`src/rtl/pixel_pkg.sv`:
```
// pixel_pkg: shared pixel type, frame sequencer states and default frame geometry
package pixel_pkg;
   localparam int PIX_W_DEF     = 24;
   localparam int FRAME_PIX_DEF = 65536;
   typedef logic [PIX_W_DEF-1:0] pixel_t;
   typedef enum logic [1:0] {IDLE, RUN, DRAIN, DONE} frame_state_t;
endpackage

```
`src/rtl/pixel_fifo.sv`:
```
// pixel_fifo: small register-file FIFO with counter occupancy; a full FIFO still accepts a push when it pops
module pixel_fifo #(
   parameter int DEPTH = 4,
   parameter int W     = 24
) (
   input  logic         clk,
   input  logic         rst,
   input  logic         push,
   input  logic         pop,
   input  logic [W-1:0] din,
   output logic         full,
   output logic         empty,
   output logic [W-1:0] head
);
   localparam int PW = $clog2(DEPTH);
   localparam int CW = $clog2(DEPTH + 1);
   logic [W-1:0]  r_mem [DEPTH];
   logic [PW-1:0] r_wr, r_rd;
   logic [CW-1:0] r_cnt;
   logic          w_push, w_pop;
   assign empty  = r_cnt == '0;
   assign full   = r_cnt == CW'(DEPTH);
   assign w_pop  = pop && !empty;
   assign w_push = push && (!full || w_pop);
   assign head   = empty ? '0 : r_mem[r_rd];
   always_ff @(posedge clk) begin
      if (w_push) r_mem[r_wr] <= din;
   end
   always_ff @(posedge clk or negedge rst) begin
      if (!rst) begin
         r_wr  <= '0;
         r_rd  <= '0;
         r_cnt <= '0;
      end else begin
         if (w_push) r_wr <= (r_wr == PW'(DEPTH - 1)) ? '0 : r_wr + 1'b1;
         if (w_pop) r_rd <= (r_rd == PW'(DEPTH - 1)) ? '0 : r_rd + 1'b1;
         r_cnt <= r_cnt + CW'(w_push) - CW'(w_pop);
      end
   end
endmodule

```
`src/rtl/pixel_frame_ctrl.sv`:
```
// pixel_frame_ctrl: frame sequencer feeding a fixed-latency pixel filter and draining it to a stallable sink
module pixel_frame_ctrl
   import pixel_pkg::*;
#(
   parameter int ADDR_W    = 16,
   parameter int PIX_W     = PIX_W_DEF,
   parameter int FRAME_PIX = FRAME_PIX_DEF,
   parameter int MEM_LAT   = 1,
   parameter int FILT_LAT  = 1,
   parameter int BUF_DEPTH = 4
) (
   input  logic              clk,
   input  logic              rst,
   input  logic              start,
   output logic              busy,
   output logic              done,
   output logic              src_rd,
   output logic [ADDR_W-1:0] src_addr,
   input  logic [PIX_W-1:0]  src_data,
   output logic              flt_in_valid,
   output logic [PIX_W-1:0]  flt_pixel_in,
   input  logic              flt_valid,
   input  logic [PIX_W-1:0]  flt_pixel_out,
   output logic              dst_wr,
   output logic [ADDR_W-1:0] dst_addr,
   output logic [PIX_W-1:0]  dst_data,
   input  logic              dst_ready,
   output logic [ADDR_W:0]   pix_cnt,
   output logic              err_overflow
);
   // the buffer must absorb every pixel still in the memory and filter pipes
   localparam int MIN_DEPTH = MEM_LAT + FILT_LAT + 1;
   localparam int DEPTH     = (BUF_DEPTH < MIN_DEPTH) ? MIN_DEPTH : BUF_DEPTH;
   localparam int CW        = $clog2(DEPTH + 1);
   localparam logic [ADDR_W-1:0] LAST_ADDR = ADDR_W'(FRAME_PIX - 1);
   localparam logic [ADDR_W:0]   CNT_LAST  = (ADDR_W + 1)'(FRAME_PIX - 1);
   localparam logic [ADDR_W:0]   CNT_FULL  = (ADDR_W + 1)'(FRAME_PIX);
   frame_state_t      r_state, w_next;
   logic [ADDR_W-1:0] r_rd_addr, r_dst_addr;
   logic [ADDR_W:0]   r_pix_cnt;
   logic [CW-1:0]     r_credits;
   logic [MEM_LAT-1:0] r_rd_pipe;
   logic              r_err;
   logic              w_start_ok, w_issue, w_pop, w_full, w_empty, w_last_pop;
   logic [PIX_W-1:0]  w_head;
   assign w_start_ok = (r_state == IDLE) && start;
   assign w_issue    = (r_state == RUN) && (r_credits < CW'(DEPTH));
   assign w_pop      = !w_empty && dst_ready;
   assign w_last_pop = w_pop && (r_pix_cnt == CNT_LAST);
   always_comb begin
      w_next = r_state;
      case (r_state)
         IDLE:    w_next = start ? RUN : IDLE;
         RUN:     w_next = (w_issue && r_rd_addr == LAST_ADDR) ? DRAIN : RUN;
         DRAIN:   w_next = (w_last_pop || r_pix_cnt == CNT_FULL) ? DONE : DRAIN;
         DONE:    w_next = IDLE;
         default: w_next = IDLE;
      endcase
   end
   always_ff @(posedge clk or negedge rst) begin
      if (!rst) begin
         r_state    <= IDLE;
         r_rd_addr  <= '0;
         r_dst_addr <= '0;
         r_pix_cnt  <= '0;
         r_credits  <= '0;
         r_rd_pipe  <= '0;
         r_err      <= 1'b0;
      end else begin
         r_state   <= w_next;
         r_rd_pipe <= MEM_LAT'({r_rd_pipe, w_issue});
         if (w_start_ok) begin
            r_rd_addr  <= '0;
            r_dst_addr <= '0;
            r_pix_cnt  <= '0;
            r_credits  <= '0;
            r_err      <= 1'b0;
         end else begin
            if (w_issue) r_rd_addr <= r_rd_addr + 1'b1;
            if (w_pop) begin
               r_dst_addr <= r_dst_addr + 1'b1;
               r_pix_cnt  <= r_pix_cnt + 1'b1;
            end
            r_credits <= r_credits + CW'(w_issue) - CW'(w_pop);
            if (flt_valid && w_full && !w_pop) r_err <= 1'b1;
         end
      end
   end
   pixel_fifo #(.DEPTH(DEPTH), .W(PIX_W)) u_fifo (
      .clk   (clk),
      .rst   (rst),
      .push  (flt_valid),
      .pop   (w_pop),
      .din   (flt_pixel_out),
      .full  (w_full),
      .empty (w_empty),
      .head  (w_head)
   );
   assign busy         = (r_state == RUN) || (r_state == DRAIN);
   assign done         = r_state == DONE;
   assign src_rd       = w_issue;
   assign src_addr     = r_rd_addr;
   assign flt_in_valid = r_rd_pipe[MEM_LAT-1];
   assign flt_pixel_in = flt_in_valid ? src_data : '0;
   assign dst_wr       = !w_empty;
   assign dst_addr     = r_dst_addr;
   assign dst_data     = w_head;
   assign pix_cnt      = r_pix_cnt;
   assign err_overflow = r_err;
endmodule

```
`config.mk`:
```
export PLATFORM = sky130hd
export DESIGN_NAME = pixel_frame_ctrl
export DESIGN_NICKNAME = d
export VERILOG_FILES = /design/src/rtl/pixel_pkg.sv /design/src/rtl/pixel_fifo.sv /design/src/rtl/pixel_frame_ctrl.sv
export SDC_FILE = /design/constraint.sdc
export NUM_CORES = 1
export LEC_CHECK = 0
export CAP_MARGIN = 10
export CORE_ASPECT_RATIO = 1.4
export CORE_MARGIN = 3
export CORE_UTILIZATION = 46
export DETAILED_ROUTE_END_ITERATION = 16
export GPL_TIMING_DRIVEN = 0
export PLACE_DENSITY = 0.85
export SLEW_MARGIN = 20
export SYNTH_ARGS = -nofsm -noshare
export SYNTH_HDL_FRONTEND = slang
export SYNTH_SLANG_ARGS = --single-unit
```
`constraint.sdc`:
```
create_clock -name clk -period 3.5 [get_ports clk]
set_clock_uncertainty 0.05 [all_clocks]
set_input_delay 0.7 -clock clk [delete_from_list [all_inputs] [get_ports clk]]
set_output_delay 0.7 -clock clk [all_outputs]
set_load 0.05 [all_outputs]
```
Yosys cells after proc, flatten, opt, wreduce, memory -nomap -nowiden --
Memories as Yosys holds them, arrays and structs flattened. Cells that the tools add are included.
Storage, ports and cells: RAM bits 96, memories 1, output and inout port bits 103, word-level logic and storage cells 69, register bits 63
Cells by class: magnitude comparators 1, add/subtract/negate cells 9, multiplexer cells 19, reductions and logical operators 20, equal/unequal tests 9
Memories:
- u_fifo.r_mem | words 4, bits a word 24, rd ports 1, clocked after memory_dff 0, write ports 1, line pixel_fifo.sv:17 | logic [W-1:0] r_mem [DEPTH];
Operators by type and width (number):
- 16-bit two-way mux | 4
- 24-bit two-way mux | 2
- 17-bit two-way mux | 2
- 16-bit by 1-bit adder with 16-bit output, second input constant | 2
- 17-bit by 1-bit adder with 17-bit output, second input constant | 1
- 17-bit by 16-bit equality test with 1-bit output, second input constant | 1
- 17-bit equality test, second input constant | 1
- 16-bit equality test, second input constant | 1
- 1-bit logical AND | 9
- 2-bit equality test, second input constant | 4
- 2-bit one-hot mux with 4 select lines | 1
- 3-bit by 1-bit adder with 3-bit output | 2
- 1-bit two-way mux | 6
- 2-bit two-way mux | 3
- 2-bit nonzero test | 3
- 3-bit by 1-bit subtractor with 3-bit output | 2
- 2-bit by 1-bit adder with 2-bit output, second input constant | 2
- 3-bit equality test, second input constant | 1
- 1-bit zero test | 3
- 3-bit zero test | 1
- 1-bit logical OR | 3
- 3-bit less-than comparator, second input constant | 1
- 3-bit two-way mux | 1
- 2-bit by 1-bit equality test with 1-bit output, second input constant | 1
- 2-bit zero test | 1

Depth between registers and ports, before layout --
depth in word-level cells 8, gate-level depth with buffers 12, gate-level depth less buffers 9

Hierarchy --
From an unflattened synthesis, not the netlist that was laid out.
Unflattened totals: cell total of the unflattened synthesis 523, area total of the unflattened synthesis 7171.9 um^2
Modules (own cells, without submodules):
- pixel_fifo | area an instance 4076.4 um^2, cells each 189, instances 1, sequential area each 3057.9 um^2
- pixel_frame_ctrl | area an instance 3095.5 um^2, cells each 334, instances 1, sequential area each 1401.3 um^2

Least setup slack after synthesis --
OpenSTA, ideal clock, no wires.
kind register to register, start register (tool-made name), end register r_credits[2], period minus slack after synthesis 2.817 ns, data required time 3.318 ns, setup slack 0.683 ns, path buffers 0, arrival time 2.636 ns, setup time 0.132 ns, cell stages (with the launch flop) 10, cells stage by stage dfrtp_1 -> inv_1 -> ha_1 -> nor2b_1 -> ha_1 -> inv_1 -> fa_1 -> xor2_1 -> xnor2_1 -> nor2_1
RTL lines:
- end signal: assignment | line pixel_frame_ctrl.sv:84 | r_credits <= r_credits + CW'(w_issue) - CW'(w_pop);
- end: declaration | line pixel_frame_ctrl.sv:41 | logic [CW-1:0] r_credits;

Final worst setup path --
start register u_fifo.r_rd[0], end output port dst_data[18]
On the way: cells in the longest elaborated chain, start to end 2
Ends and longest elaborated chain:
- start: declaration | line pixel_fifo.sv:18 | logic [PW-1:0] r_wr, r_rd;
- start signal: assignment | line pixel_fifo.sv:36 | if (w_pop) r_rd <= (r_rd == PW'(DEPTH - 1)) ? '0 : r_rd + 1'b1;
- memory read 4 x 24 bit
- 24-bit two-way mux | line pixel_fifo.sv:25 | assign head = empty ? '0 : r_mem[r_rd];
- end: declaration | line pixel_frame_ctrl.sv:26 | output logic [PIX_W-1:0] dst_data,
No other way between the ends.

==> run metrics <==
critical-path cell list buf_2 > buf_2 > mux4_2 > nor2b_1 > dlygate4sd2_1; Main synth FF type edfxtp_1; Pre-antenna DRT Iters 4; drt drc 0; EDFF count, synth 96; largest vdd supply drop approximately 0.7 mV; Die H 153.5 um; n_diodes 0; Internal 4.648 mW; first-pass GRT wire length 27,300 um; CTS Hold Bufs 0; Post-Syn Nets between 600 and 700; share of power burned in registers 32.0%; LEAKAGE ~3.6 nW; row count 53; Initial Utilization between 40% and 50%; initial DRC count about 300; final instance area roughly 9600 um^2; Clock Power Share 23.3%; Worst slew margin a little over half; Max-cap violations 0; Slowest cell on crit path mux4_2; Slew @ Worst Pin slightly below 0.7 ns; Syn Std Cell Area about 7100 um^2; delay of the slowest critical-path stage roughly 0.53 ns; Final WS setup 0.2224 ns; fin crit period 3.278 ns; Placed Area 8967 um^2; nets approximately 780; Port Buffers about 160; syn avg cell area 13.53 um^2; cells after synthesis 528; Remaining Overflow, GRT 0; Clk Latency, worst-skew pair approximately 0.41 ns; crit path kind reg2out; # H-tree levels 4; ratio of cells with drive above 1 in the final layout 10.61%; combinational group share of total power 44.7%; worst r2r src u_fifo.r_cnt[1]$_DFF_PN0_; Power Dens Cells between 800 and 900 nW/um^2; Sink Count 159; Worst Setup End Kind primary output; Hold Violations, Final 0; clk root buf clkbuf_16; Die X-Extent around 110 um; TNS Setup 0 ns; Die ar. around 17,000 um^2; Worst Path Required ~2.8 ns; synth warn 0; sw power around 3.4 mW; leading area contributor after synthesis edfxtp_1; largest net degree at the start of global routing 58; Netlist cell types 44; most used cell along the critical path buf_2; drt total wl 16,600 um; ANT nets after route 0; number of global-route vias before repair 5,251; Finished Layout Cells slightly above 900; core area about 15,000 um^2; post-synthesis sequential area ratio about 62%; most area-consuming cells after synthesis edfxtp_1, dfrtp_1, mux4_2; Sw Ratio between 40% and 50%; via/cell ratio about 5.4; final setup fails 0; vias 4,922; Total Routing Usage GR about 20%; routability cong. about 0.84; min-delay worst type in2async; Slew Viols, Final 0; post-synth top area share 40.34%; IO Count approximately 160; CTS buffer count 17; placed cells about 900; post-detail-place hpwl between 10,000 and 15,000 um; RSZ-0062 raised after global routing false; Max clock buf depth 2; Power Total approximately 8.1 mW; CP arrival around 2.5 ns; status completed; Yosys reg bits 159; pre-CTS worst setup slack ~0.19 ns; initial antenna violation count 0; Startpoint Class register; Layout Area Growth over Synthesis 33.88%; clock slew at reported path FFs roughly 0.070 ns; crit share post-route approximately 94%; crit path from u_fifo.r_rd[0]$_DFFE_PN0P_; post-synthesis async set-or-reset flop share 39.62%; Crit Path Max Fanout 10; Avg WL per Cell between 15 and 20 um; TritonCTS clock tree built; Peak Freq just over 300 MHz
-- state kept, by name, indices dropped and copies added, names as in the netlist, named ones only --
signal        cells
src_addr         16
u_fifo.r_mem     96
r_credits         3
flt_in_valid      1
dst_addr         16
r_state           1
pix_cnt          17
u_fifo.r_cnt      3
err_overflow      1
u_fifo.r_rd       2
u_fifo.r_wr       2
-- power by group through the flow --
stage          clock network, mW  registers (mW)  logic, mW
2_1_floorplan                  0            2.81       2.33
3_3_place_gp                   0            2.59       3.69
3_5_place_dp                   0            2.62       3.75
4_1_cts                     1.92            2.58       3.67
5_1_grt                     2.00            2.63       3.85
6_report                    1.88            2.58       3.61
-- cell families (layout without fill, tap and decap cells) --
logic type / Yosys count / count (layout) / share of synthesized area (%)
xor+xnor: 32 / 32 / 3.922
buf+inv: 45 / 233 / 2.574
compound gates: 56 / 56 / 4.763
simple gates: 191 / 191 / 14.92
flops: 159 / 159 / 62.41
mux: 25 / 25 / 7.704
fa+ha+maj: 20 / 20 / 3.712
-- metal layers --
layer / up-vias / share of wire [%] / global-route usage [%]
met4: 0 / 2.0 / 7.014
met5: - / 0 / 0
met3: 25 / 7.4 / 5.386
met2: 206 / 53 / 35.66
met1: 2418 / 38 / 23.41
li1: 2273 / - / -
-- worst paths after layout --
kind / to / slack, ns / cells after the start
min in group clk: err_overflow$_DFFE_PN0P_ / 0.45 / 2
max reg2reg: u_fifo.r_cnt[2]$_DFF_PN0_ / 0.59 / 12
max in group asynchronous: err_overflow$_DFFE_PN0P_ / 2.85 / 2
min reg2reg: err_overflow$_DFFE_PN0P_ / 0.45 / 2
max: dst_data[18] / 0.22 / 5
min: pix_cnt[5]$_DFFE_PN0P_ / 0.05 / 1
-- layout make-up --
| cell class | count | area [um^2] |
|---|---|---|
| Timing Repair Buffer | 156 | 1555 |
| Fill cell | 1124 | 5553 |
| Inverter | 19 | 71.32 |
| Multi-Input combinational cell | 324 | 2507 |
| Clock buffer | 17 | 425.4 |
| Buffer | 26 | 117.6 |
| Clock inverter | 15 | 190.2 |
| Sequential cell | 159 | 4459 |
| Tap cell | 192 | 240.2 |
-- cell usage in the layout (no fill, tap or decap), drive strengths merged, types with 24 or more instances in the layout --
master and n:
clkbuf 33, nand2 26, and2 35, edfxtp 96, dfrtp 63, clkdlybuf4s50 134
nor2 34, nor2b 26, mux4 24, inv 27
-- critical path, delay by kind of cell (launching register included) --
family	cells	cell delay (ns)
muxes	1	0.53
and+or+nand+nor	1	0.16
DFF	1	0.35
buffers and inverters	3	1.07
-- through the flow --
stage                     hold slack [ns]  utilization [%]
final                             0.04709            63.27
after CTS                         0.03189            63.26
after detailed placement           0.4398            59.31
after floorplan                    0.3544                -
after global routing              0.03254            63.27
after global placement             0.4417            59.11
-- synthesized netlist by cell type (2+ instances only) --
cell and count:
mux4_2 24, ha_1 18, o21ai_0 19, o2111ai_1 4, fa_1 2, buf_1 2, or4_1 3, nand2b_1 3
dfrtp_1 63, and4_1 4, nor4_1 2, nand3b_1 3, nand3_1 13, nor2_1 34, or3_1 12, inv_1 19
xnor2_1 12, xor2_1 20, buf_2 6, clkbuf_1 16, nand4_1 12, a21oi_1 20, o211ai_1 3, nand2_1 26
o31ai_1 3, buf_4 2, nor4b_1 3, edfxtp_1 96, and2_1 35, nor2b_1 26, nor3_1 5, and3_1 6
-- timing repair --
item | in CTS | in global routing
setup buffers | 0 | 0
gates resized for setup | 22 | 1
endpoints found under the setup margin | 19 | 1
gates cloned | 0 | 0
hold endpoints to repair | 0 | 0
(Power assumes the default switching activity.)
